===== config.mk =====
export PLATFORM = sky130hd
export DESIGN_NAME = net_eject_domain_buf
export DESIGN_NICKNAME = d
export VERILOG_FILES = /design/src/rtl/net_eject_domain_buf.sv
export SDC_FILE = /design/constraint.sdc
export NUM_CORES = 1
export LEC_CHECK = 0
export ABC_AREA = 1
export CAP_MARGIN = 20
export CORE_MARGIN = 2
export CORE_UTILIZATION = 51
export DETAILED_ROUTE_END_ITERATION = 7
export PLACE_DENSITY = 0.79
export SYNTH_ARGS = -nofsm -noshare
export SYNTH_HDL_FRONTEND = slang
export SYNTH_SLANG_ARGS = --single-unit

===== constraint.sdc =====
create_clock -name clk -period 5.6 [get_ports clk]
set_input_delay 0.56 -clock clk [delete_from_list [all_inputs] [get_ports clk]]
set_output_delay 0.56 -clock clk [all_outputs]
set_load 0.05 [all_outputs]

===== src/rtl/net_eject_domain_buf.sv =====
// Ejection buffer behind a ring-network terminal port: steers each message
// into a per-domain FIFO so a stalled domain never blocks the other one.
module net_eject_domain_buf #(
  parameter int unsigned p_payload_cnbits = 32,
  parameter int unsigned p_payload_dnbits = 32,
  parameter int unsigned p_opaque_nbits   = 3,
  parameter int unsigned p_srcdest_nbits  = 3,
  parameter int unsigned p_num_entries    = 2,
  // control message = {dest, src, opaque, payload}
  localparam int unsigned c_net_msg_cnbits =
    p_payload_cnbits + p_opaque_nbits + 2 * p_srcdest_nbits,
  localparam int unsigned c_cnt_nbits = $clog2(p_num_entries + 1)
) (
  input  logic                        clk,
  input  logic                        reset,
  input  logic                        in_val,
  output logic                        in_rdy,
  input  logic                        in_domain,
  input  logic [c_net_msg_cnbits-1:0] in_msg_control,
  input  logic [p_payload_dnbits-1:0] in_msg_data,
  output logic                        out0_val,
  input  logic                        out0_rdy,
  output logic [c_net_msg_cnbits-1:0] out0_msg_control,
  output logic [p_payload_dnbits-1:0] out0_msg_data,
  output logic                        out1_val,
  input  logic                        out1_rdy,
  output logic [c_net_msg_cnbits-1:0] out1_msg_control,
  output logic [p_payload_dnbits-1:0] out1_msg_data,
  output logic [c_cnt_nbits-1:0]      count0,
  output logic [c_cnt_nbits-1:0]      count1
);

  localparam int unsigned c_ptr_nbits   = $clog2(p_num_entries);
  localparam int unsigned c_entry_nbits = c_net_msg_cnbits + p_payload_dnbits;
  localparam logic [c_cnt_nbits-1:0] c_full = c_cnt_nbits'(p_num_entries);

  logic [c_entry_nbits-1:0] mem_q  [2][p_num_entries];
  logic [c_entry_nbits-1:0] mem_d  [2][p_num_entries];
  logic [c_ptr_nbits-1:0]   wr_ptr_q [2];
  logic [c_ptr_nbits-1:0]   wr_ptr_d [2];
  logic [c_ptr_nbits-1:0]   rd_ptr_q [2];
  logic [c_ptr_nbits-1:0]   rd_ptr_d [2];
  logic [c_cnt_nbits-1:0]   cnt_q  [2];
  logic [c_cnt_nbits-1:0]   cnt_d  [2];

  logic [1:0]               out_val;
  logic [1:0]               out_rdy;
  logic [c_entry_nbits-1:0] head [2];
  logic                     enq;

  assign out_rdy = {out1_rdy, out0_rdy};

  // Ready depends only on registered occupancy of the addressed domain,
  // never on the downstream ready of either channel.
  always_comb begin
    in_rdy = ((in_domain ? cnt_q[1] : cnt_q[0]) != c_full);
    enq    = in_val & in_rdy;
  end

  // Per-domain next-state: enqueue into the tagged FIFO, dequeue on handshake.
  always_comb begin
    mem_d    = mem_q;
    wr_ptr_d = wr_ptr_q;
    rd_ptr_d = rd_ptr_q;
    cnt_d    = cnt_q;
    out_val  = '0;
    for (int unsigned d = 0; d < 2; d++) begin
      logic do_enq;
      logic do_deq;
      out_val[d] = (cnt_q[d] != '0);
      head[d]    = out_val[d] ? mem_q[d][rd_ptr_q[d]] : '0;
      do_enq     = enq && (in_domain == d[0]);
      do_deq     = out_val[d] & out_rdy[d];
      if (do_enq) begin
        mem_d[d][wr_ptr_q[d]] = {in_msg_control, in_msg_data};
        wr_ptr_d[d]           = wr_ptr_q[d] + 1'b1;
      end
      if (do_deq) begin
        rd_ptr_d[d] = rd_ptr_q[d] + 1'b1;
      end
      case ({do_enq, do_deq})
        2'b10:   cnt_d[d] = cnt_q[d] + 1'b1;
        2'b01:   cnt_d[d] = cnt_q[d] - 1'b1;
        default: cnt_d[d] = cnt_q[d];
      endcase
    end
  end

  // State registers; storage contents need no reset since empty FIFOs
  // drive zeros on their outputs.
  always_ff @(posedge clk) begin
    mem_q <= mem_d;
    if (reset) begin
      wr_ptr_q <= '{default: '0};
      rd_ptr_q <= '{default: '0};
      cnt_q    <= '{default: '0};
    end else begin
      wr_ptr_q <= wr_ptr_d;
      rd_ptr_q <= rd_ptr_d;
      cnt_q    <= cnt_d;
    end
  end

  assign out0_val = out_val[0];
  assign out1_val = out_val[1];
  assign {out0_msg_control, out0_msg_data} = head[0];
  assign {out1_msg_control, out1_msg_data} = head[1];
  assign count0 = cnt_q[0];
  assign count1 = cnt_q[1];

endmodule


# --- After elaboration in Yosys (flattened, before gate mapping) ---
# Cells that the tools add are included.
word_totals:
  inputBits: 79
  out_inout_bits: 153
  elab_cells: 62
  reg_bits: 300
op_classes:
  n_addsub: 8
  n_eq_ne: 5
  mux: 17
  bitwise: 8
  n_reduce_logical: 8
  magnitude_cmp: 6
ops:
  columns: ["op", "count"]
  rows:
  - ["73-bit two-way mux", 10]
  - ["146-bit bitwise mux", 2]
  - ["73-bit demux with 1-bit select", 2]
  - ["2-bit >= comparator (second input constant)", 4]
  - ["1-bit inverter with 2-bit output", 4]
  - ["2-bit one-hot mux with 2 select lines", 2]
  - ["2-bit nonzero test", 4]
  - ["1-bit adder (second input constant)", 4]
  - ["2-bit by 1-bit adder with 2-bit output (second input constant)", 2]
  - ["2-bit by 1-bit == test with 1-bit output (second input constant)", 2]
  - ["2-bit == test (second input constant)", 2]
  - ["1-bit logical AND", 4]
  - ["2-bit by 1-bit < comparator with 1-bit output (second input constant)", 2]
  - ["2-bit by 1-bit subtractor with 2-bit output (second input constant)", 2]
  - ["1-bit bitwise AND", 3]
  - ["2-bit two-way mux", 1]
  - ["2-bit != test (second input constant)", 1]
  - ["1-bit inverter", 1]

# --- Longest topological paths before layout ---
# Gate-level depths: netlist (run 1).
depth:
  ltp_word: 6
  ltp_mapped: 10
  depth_no_buf: 10

# --- Worst setup path before layout (run 1) ---
# OpenSTA, ideal clock, no wires.
synth_path:
  path_kind: "register to register"
  startpoint: "register cnt_q (netlist bit count1[0])"
  endpoint: "register mem_q[100] in the netlist's numbering (enable)"
  n_path_buf: 0
  required_ns: 5.095
  arrival_time_ns: 4.080
  path_slack_ns: 1.016
  setup_ns: 0.505
  stages_incl_launch_ff: 5
  synth_period_minus_slack_ns: 4.584
  path_cell_list: "dfxtp_1 inv_1 nand2_1 nand3_1 nor2_1"
synth_between:
  elab_chain_cells: 4
synth_lines:
  columns: ["element", "line", "rtl"]
  rows:
  - ["from (decl)", "43", "logic [c_cnt_nbits-1:0] cnt_q [2];"]
  - ["from (signal assigned)", "100", "cnt_q <= cnt_d;"]
  - ["2-bit two-way mux", "56", "in_rdy = ((in_domain ? cnt_q[1] : cnt_q[0]) != c_full);"]
  - ["2-bit != test", "56", null]
  - ["1-bit bitwise AND", "57", "enq = in_val & in_rdy;"]
  - ["1-bit logical AND", "72", "do_enq = enq && (in_domain == d[0]);"]
  - ["to (signal assigned)", "92", "mem_q <= mem_d;"]
  - ["to (decl)", "37", "logic [c_entry_nbits-1:0] mem_q [2][p_num_entries];"]
# Every way passes these cells.
# A chain may end at the register's enable or synchronous reset.

# --- Worst setup path after layout (run 1) ---
layout_path:
  startpoint: "register rd_ptr_q[1] in the netlist's numbering"
  endpoint: "output out0_msg_data[11]"
layout_between:
  elab_chain_cells: 5
layout_lines:
  columns: ["element", "line", "rtl"]
  rows:
  - ["from (decl)", "41", "logic [c_ptr_nbits-1:0] rd_ptr_q [2];"]
  - ["from (signal assigned)", "99", "rd_ptr_q <= rd_ptr_d;"]
  - ["1-bit inverter with 2-bit output (not written as such)", "71", "head[d] = out_val[d] ? mem_q[d][rd_ptr_q[d]] : '0;"]
  - ["73-bit two-way mux (not written as such) (3 in series)", "71", null]
  - ["73-bit two-way mux", "71", null]
  - ["to (decl)", "24", "output logic [p_payload_dnbits-1:0] out0_msg_data,"]
# Every way passes these cells. The select of a mux whose other input is x is not followed.

==> out/results.txt, run 1 <==
The x dimension of the die is 154 um. The run gives 1 as the number of levels the H-tree was split into. Cell taking the most area after synthesis: edfxtp_1. In this run the tightest slew margin relative to its limit is 30.7%.

The cell count after synthesis was 843; the critical path buffer and inverter count was 3. The logs give 1596 for the number of fillers in the final layout and 0 for the buffers inserted during post-CTS setup optimization. The critical path's top delay family was buffers and inverters.

The run gives 7179 as the via count of the first global-routing pass. The finished cells cover 0.0150 mm^2. By area the synthesized netlist is led by edfxtp_1 76%, nand2_1 9.8%, a21oi_2 4.5%.

After synthesis the cells add up to 0.0115 mm^2. Count of endpoints failing hold in the final timing report: 0. Entering global routing, the biggest net connects 77 pins. The launching element type of the critical path was a flop. Delay of the slowest critical-path stage: 890 ps. In this run the standard cell core region covers 0.0224 mm^2.

During placement, the flow inserted port buffers numbering 231. For the peak ir drop on the vdd network, the log shows 0.000333 V. The library cell used most frequently in the layout, excluding fill and tap cells, is nand2_1. The tools report the power after layout as 7.33 mW. Setup repair after global routing left no endpoint under its margin. The tools report the number of I/O pins as 232.

Once detailed placement completed, the half-perimeter wirelength came to 15.4 mm. The pre-antenna-repair detailed-routing pass consisted of 5 iterations. The remaining design rule violation count was 0; the average instance area after synthesis was 13.7 um^2. Derived from the worst setup path, the maximum achievable clock frequency is 0.247 GHz. The Yosys step of the flow raised 0 warnings. In this run the most critical hold path is launched from wr_ptr_q[0]. Once the floorplan was initialized, standard cells occupied 51.5% of the core.

The final antenna-violating net count is 0. STA puts the critical path data required time at 5040 ps. The floorplan has 55 rows. For this design the ratio of total power to cell area is 490 mW/mm^2. The transition time at the pin with the least slew margin is 1040 ps. The top fanout value on the critical path was 76.

The tools report the insertion delay of the later-clocked pin in the worst-skew pair as 530 ps. Number of antenna repair diodes: 0. The fraction of the yosys area taken by sequential cells came out at 77.3%.

The number of max-cap violations is 0. Fraction of layout cells with a size suffix above 1: 10.8%. The critical path is of the reg -> out type. TritonCTS built the clock tree. The signal on the critical path passes through inv_2, buf_4, nand2_1, a21oi_1, clkdlybuf4s50_1. The distinct cell type count after synthesis came out at 20. The longest clock path from root to sink contains 3 buffers. The logs give 3490 ps for the data arrival time of the critical path and 0.0239 mm^2 for the die area. In the layout the commonest cells are 303 x nand2_1, 292 x edfxtp_1, 231 x clkdlybuf4s50_1, 91 x a21oi_1, 59 x a21oi_2. The worst setup skew after layout came out at 8.36 ps. The flow ran to the end, and the final reports show no timing, DRC or antenna violations. The kind of path behind the tightest hold check was reg -> reg. Global routing used 21.4% of the available tracks. Buffers inserted to repair hold after CTS numbered 0. In the final routed layout, each cell accounts on average for 18.8 um. Critical path launch point: rd_ptr_q[1]. Setup violations remaining at the end of the flow were counted as 0. The analysis attributes to cell leakage a power of 5.10 nW. The final cycle utilization of the critical path is 72.4%. The TritonCTS buffer count came out at 28. After clock tree synthesis, the repair step resized 0 gates. The net count of the finished layout is 1151.

The run gives 0 ps as the sum of negative setup slack. In the routed layout, each cell is associated on average with a via count of 5.27. Relative to the synthesized area, the layout overhead comes to 29.6%. In this run the clock root is driven by a clkbuf_16. The congestion estimate from routability-driven global placement came to 0.789.

Vertical die dimension: 154 um. The sort of element at the end of the critical path is an output port. After detailed routing, the total wire length is 25.9 mm.

In this run, synthesis produced a sequential element count of 300. For the finished layout, the period the worst path requires is 4050 ps. After global routing the overflow that remains totals 0. The critical-path cell with the highest stage delay was inv_2. The count of vias placed by the detailed router was 7248; the number of antenna violations at the first check in global routing was 0. In this run the cell area measured after placement is 0.0141 mm^2. The final-report max-slew violation count came out at 0. The total number of clock tree sinks is 300, and the wire length of the first global-routing pass is 40.0 mm. The share of the synthesized area in the top cell type was 75.9%. After clock tree synthesis, the clock-pin slew on the worst setup and hold paths is 60 ps. The startpoint identified for the worst register-to-register timing path is count1[0]. The number of nets in the synthesized netlist was 924; the iteration-0 DRC count of the detailed router was 550.
## report_power, final
| part | leakage, nW | internal [mW] | switching (mW) |
|---|---|---|---|
| combinational | 1.94 | 0.825 | 2.04 |
| sequential | 2.75 | 2.60 | 0.0992 |
| clock | 0.410 | 0.992 | 0.765 |
## layer usage
| metal | global-route usage [%] | share of wire (%) | vias up |
|---|---|---|---|
| met2 | 36.1 | 50 | 262 |
| li1 | - | - | 3418 |
| met1 | 28.3 | 40 | 3534 |
| met4 | 4.89 | 1.6 | 0 |
| met5 | 0 | 0 | - |
| met3 | 5.38 | 8.2 | 34 |
## worst min-delay path, stage by stage (launching register included)
cell and delay (ps):
dfxtp_1 340, inv_1 60, a21oi_1 60
## sequential cells by signal (all words and copies together), names as in the netlist
name / cells
count0: 2
wr_ptr_q: 2
rd_ptr_q: 2
mem_q: 292
count1: 2
## per-stage QoR
stage,utilization (%),hold slack [ps],worst slack [ps],instances
global placement,62.7,481,2070,1323
finish,66.7,506,1550,1375
detailed placement,62.9,494,2000,1324
floorplan,-,435,1020,843
CTS,66.6,505,1440,1374
global route,66.7,528,1310,1375
## area by class of cell
type / instances / area (um^2) / share of cell area (%)
clock buffer: 40 / 767 / 5.12
clock inverter: 10 / 70.1 / 0.468
inverter: 16 / 61.3 / 0.410
multi-input combinational: 481 / 2300 / 15.3
sequential: 300 / 8940 / 59.7
tap: 285 / 357 / 2.38
timing repair buffer: 243 / 2480 / 16.6
## cell usage after synthesis
cell      number
nor2_1        14
nand3_1        1
o211ai_2       1
dfxtp_1        8
buf_2         19
buf_6          7
edfxtp_1     292
inv_2          2
nor2_2         2
ha_1           2
xor2_1         1
a21oi_2       59
buf_4         13
nand2_1      303
clkbuf_1       7
a21oi_1       91
nand4_1        1
inv_1         14
o21ai_0        4
nor3_1         2
## cells by family (layout without fill, tap and decap cells)
kind of cell | Yosys count | count (layout) | share of synthesized area, %
and+or+nand+nor | 323 | 323 | 10.6
xor gates and xnor gates | 1 | 1 | 0.0759
DFF | 300 | 300 | 77.3
AOI/OAI and AO/OA | 155 | 155 | 8.70
buffers and inverters | 62 | 309 | 3.10
adders and majority gates | 2 | 2 | 0.217
## worst paths after layout
path / to / slack (ps) / cells past startpoint
setup / recovery: out0_msg_data[11] / 1550 / 5
hold reg to reg: wr_ptr_q[0] / 510 / 2
hold / removal: wr_ptr_q[0] / 510 / 2
setup reg to reg: mem_q[73] / 3020 / 5
(Power assumes the default switching activity.)
==> run 2: changes to the inputs <==
CORE_UTILIZATION = 46   (was 51)
PLACE_DENSITY = 0.75   (was 0.79)
clock period = 3.6 ns   (was 5.6 ns; I/O delays follow)
==> run 2 against run 1 <==
Against the previous run:
- combinational power grew 56%
- first-iteration DRC count down 8.4%
- via count up 0.21%
- worst hold slack lost 110 ps
- global-route usage decreased by 1.7 points
- critical path depth is 1 lower
- cell area grew 1.0%
- clock skew up 17 ps
- sequential share of layout area shrank 0.61 points
- critical path type unchanged
- critical endpoint is now out1_msg_data[25]
==> out/results.txt, run 2 (synthesized netlist as in run 1, its figures left out) <==
The flow ran to the end, and the final reports show no timing, DRC or antenna violations. Compared with the post-synthesis result, the final layout area differs by 30.9%. The cell family contributing the most delay on the critical path is buffers and inverters. The run gives 504 as the iteration-0 DRC count of the detailed router. Post-route minimum period: 3260 ps. The run gives 0 as the final-report max-slew violation count.

The critical path buffer and inverter count came out at 2. After floorplanning, the core was divided into 57 placement rows. The launching element type of the critical path is a flop. The analysis attributes to cell leakage a power of 5.23 nW. Final cycle utilization of the critical path: 90.5%.

Top fanout value on the critical path: 46. Gates resized during post-CTS repair numbered 0. Port buffering added 231 buffers. The run gives 0 as the number of setup violations in the final report. The worst-case IR drop observed on VDD is 0.000519 V.

Transition time at the pin with the least slew margin: 704 ps. Entering global routing, the biggest net connects 75 pins. For this design the top-level I/O count stands at 232. The via count of the first global-routing pass was 7348. The first TritonRoute pass finished after 5 iterations. The total wire length after detailed routing is 26.5 mm, and the number of fillers in the final layout is 1821. The via density per instance is 5.11. The most frequent standard cell in the layout excluding fill and tap cells was nand2_1.

After routing, the total negative slack on setup checks comes to 0 ps. For this configuration, the core starts out at a cell density of 47.2%. The data required time at the worst endpoint is 3240 ps, and the remaining global-route overflow is 0.

Data arrives at the worst endpoint at 2900 ps. The net count of the finished layout is 1155. Across every metal layer, demand over resource in global routing totals 19.7%. The HPWL after detailed placement was 16.1 mm. Setup repair after global routing left no endpoint under its margin.

The remaining design rule violation count came out at 0. In the final layout, the share of cells above drive strength 1 is 14.0%. Buffers inserted to repair hold after CTS numbered 0. The worst setup path is captured at an output port.

The final antenna-violating net count is 0, and the core box area is 0.0245 mm^2. The worst setup skew after layout is 25.0 ps. Across the run, the number of max-cap violations was 0. The tightest slew margin relative to the limit is 53.1%. The cell chosen for the clock root was clkbuf_16. Power after layout: 11.8 mW. On the worst path, the slowest cell contributes a delay of 840 ps.

More flip-flops sit in one register than any other, and that register is mem_q. The top cell types in the final layout, fill and taps aside, are 303 x nand2_1, 292 x edfxtp_1, 207 x clkdlybuf4s50_1, 91 x a21oi_1, 59 x a21oi_2. The register with the most flip-flops in the layout has 292 of them. The number of levels the H-tree was split into was 1. At the later pin of the worst-skew pair, clock insertion delay measures 540 ps.

The mean routed wirelength per cell came out at 18.6 um. Traced cell by cell, the critical path runs through buf_4, nand2_1, a21oi_1, clkdlybuf4s50_1. Timing would allow up to 0.307 GHz. The critical-path cell with the highest stage delay was clkdlybuf4s50_1.

Buffers inserted during clock tree synthesis total 29. The classification of the worst setup path was reg -> out. The total number of clock tree sinks was 300. The tools report the buffer levels on the longest clock path as 3. The power density relative to cell area works out to 780 mW/mm^2. The tools report the count of endpoints failing hold in the final timing report as 0. The clock-pin slew reported for the worst setup and hold paths after clock tree synthesis came out at 60 ps. The first global-routing pass estimated 40.1 mm of wire.

Buffers added to address setup during post-CTS repair amount to 0. The vertical die dimension works out to 162 um. TritonCTS built the clock tree.

The routability-driven placement congestion ratio came out at 0.754. The routed layout has 7263 vias. In this run the register-to-register setup slack is 1520 ps. The die covers 0.0264 mm^2.

The number of antenna violations at the first check in global routing came out at 1. The kind of path behind the tightest hold check is in -> reg. Measured along the x axis, the die boundary spans 162 um.
-- run 2: cell types whose count changed in the layout (fill, tap and decap cells not counted), moves of 2 or more --
| cell | previous run | this run |
|---|---|---|
| clkdlybuf4s50_1 | 231 | 207 |
| clkinv_1 | 4 | 6 |
| buf_12 | 3 | 5 |
| clkbuf_1 | 11 | 4 |
| clkinv_2 | 6 | 9 |
| bufinv_16 | 1 | 6 |
| buf_4 | 7 | 34 |
| buf_16 | 2 | 0 |
-- run 2: path summary, 6_finish.rpt --
| kind | cells past startpoint | endpoint | startpoint |
|---|---|---|---|
| worst max-delay path | 4 | out1_msg_data[25] | rd_ptr_q[0] |
| worst min register to register | 2 | wr_ptr_q[0] | wr_ptr_q[0] |
| worst max register to register | 8 | count0[1] | count0[0] |
| worst min-delay path | 2 | count0[0] | reset |
-- run 2: per-layer routing --
metal | wire (um) | part of all wire [%] | track usage (%) | vias to the layer above
li1 | - | - | - | 3436
met1 | 10600 | 40 | 25.1 | 3536
met2 | 13200 | 50 | 33.7 | 254
met3 | 2090 | 7.9 | 5.19 | 37
met4 | 555 | 2.1 | 5.47 | 0
met5 | 0 | 0 | 0 | -
-- run 2: power breakdown --
| part | switching, mW | internal (mW) |
|---|---|---|
| Clock | 1.22 | 1.90 |
| Sequential | 0.140 | 4.05 |
| Combinational | 3.22 | 1.25 |
-- run 2: cell type report --
type	instances	area (um^2)	share of cell area [%]
clock inverters	21	251	1.66
repair buffers	246	2430	16.1
multi-input cells	481	2300	15.2
diodes	1	2.50	0.0165
well taps	324	405	2.68
clock buffers	33	741	4.90
flip-flops and latches	300	8940	59.1
inverters	16	61.3	0.405
-- run 2: stage by stage --
| step | utilization [%] | std cells | setup WS, ps | area, um^2 | hold WS [ps] |
|---|---|---|---|---|---|
| final | 61.8 | 1422 | 344 | 15100 | 398 |
| after detailed placement | 57.8 | 1367 | 890 | 14100 | 491 |
| after CTS | 61.8 | 1421 | 271 | 15100 | 375 |
| after global placement | 57.8 | 1367 | 905 | 14100 | 477 |
| after global routing | 61.8 | 1422 | 174 | 15100 | 382 |
| after floorplan | - | 843 | 234 | 11600 | 432 |
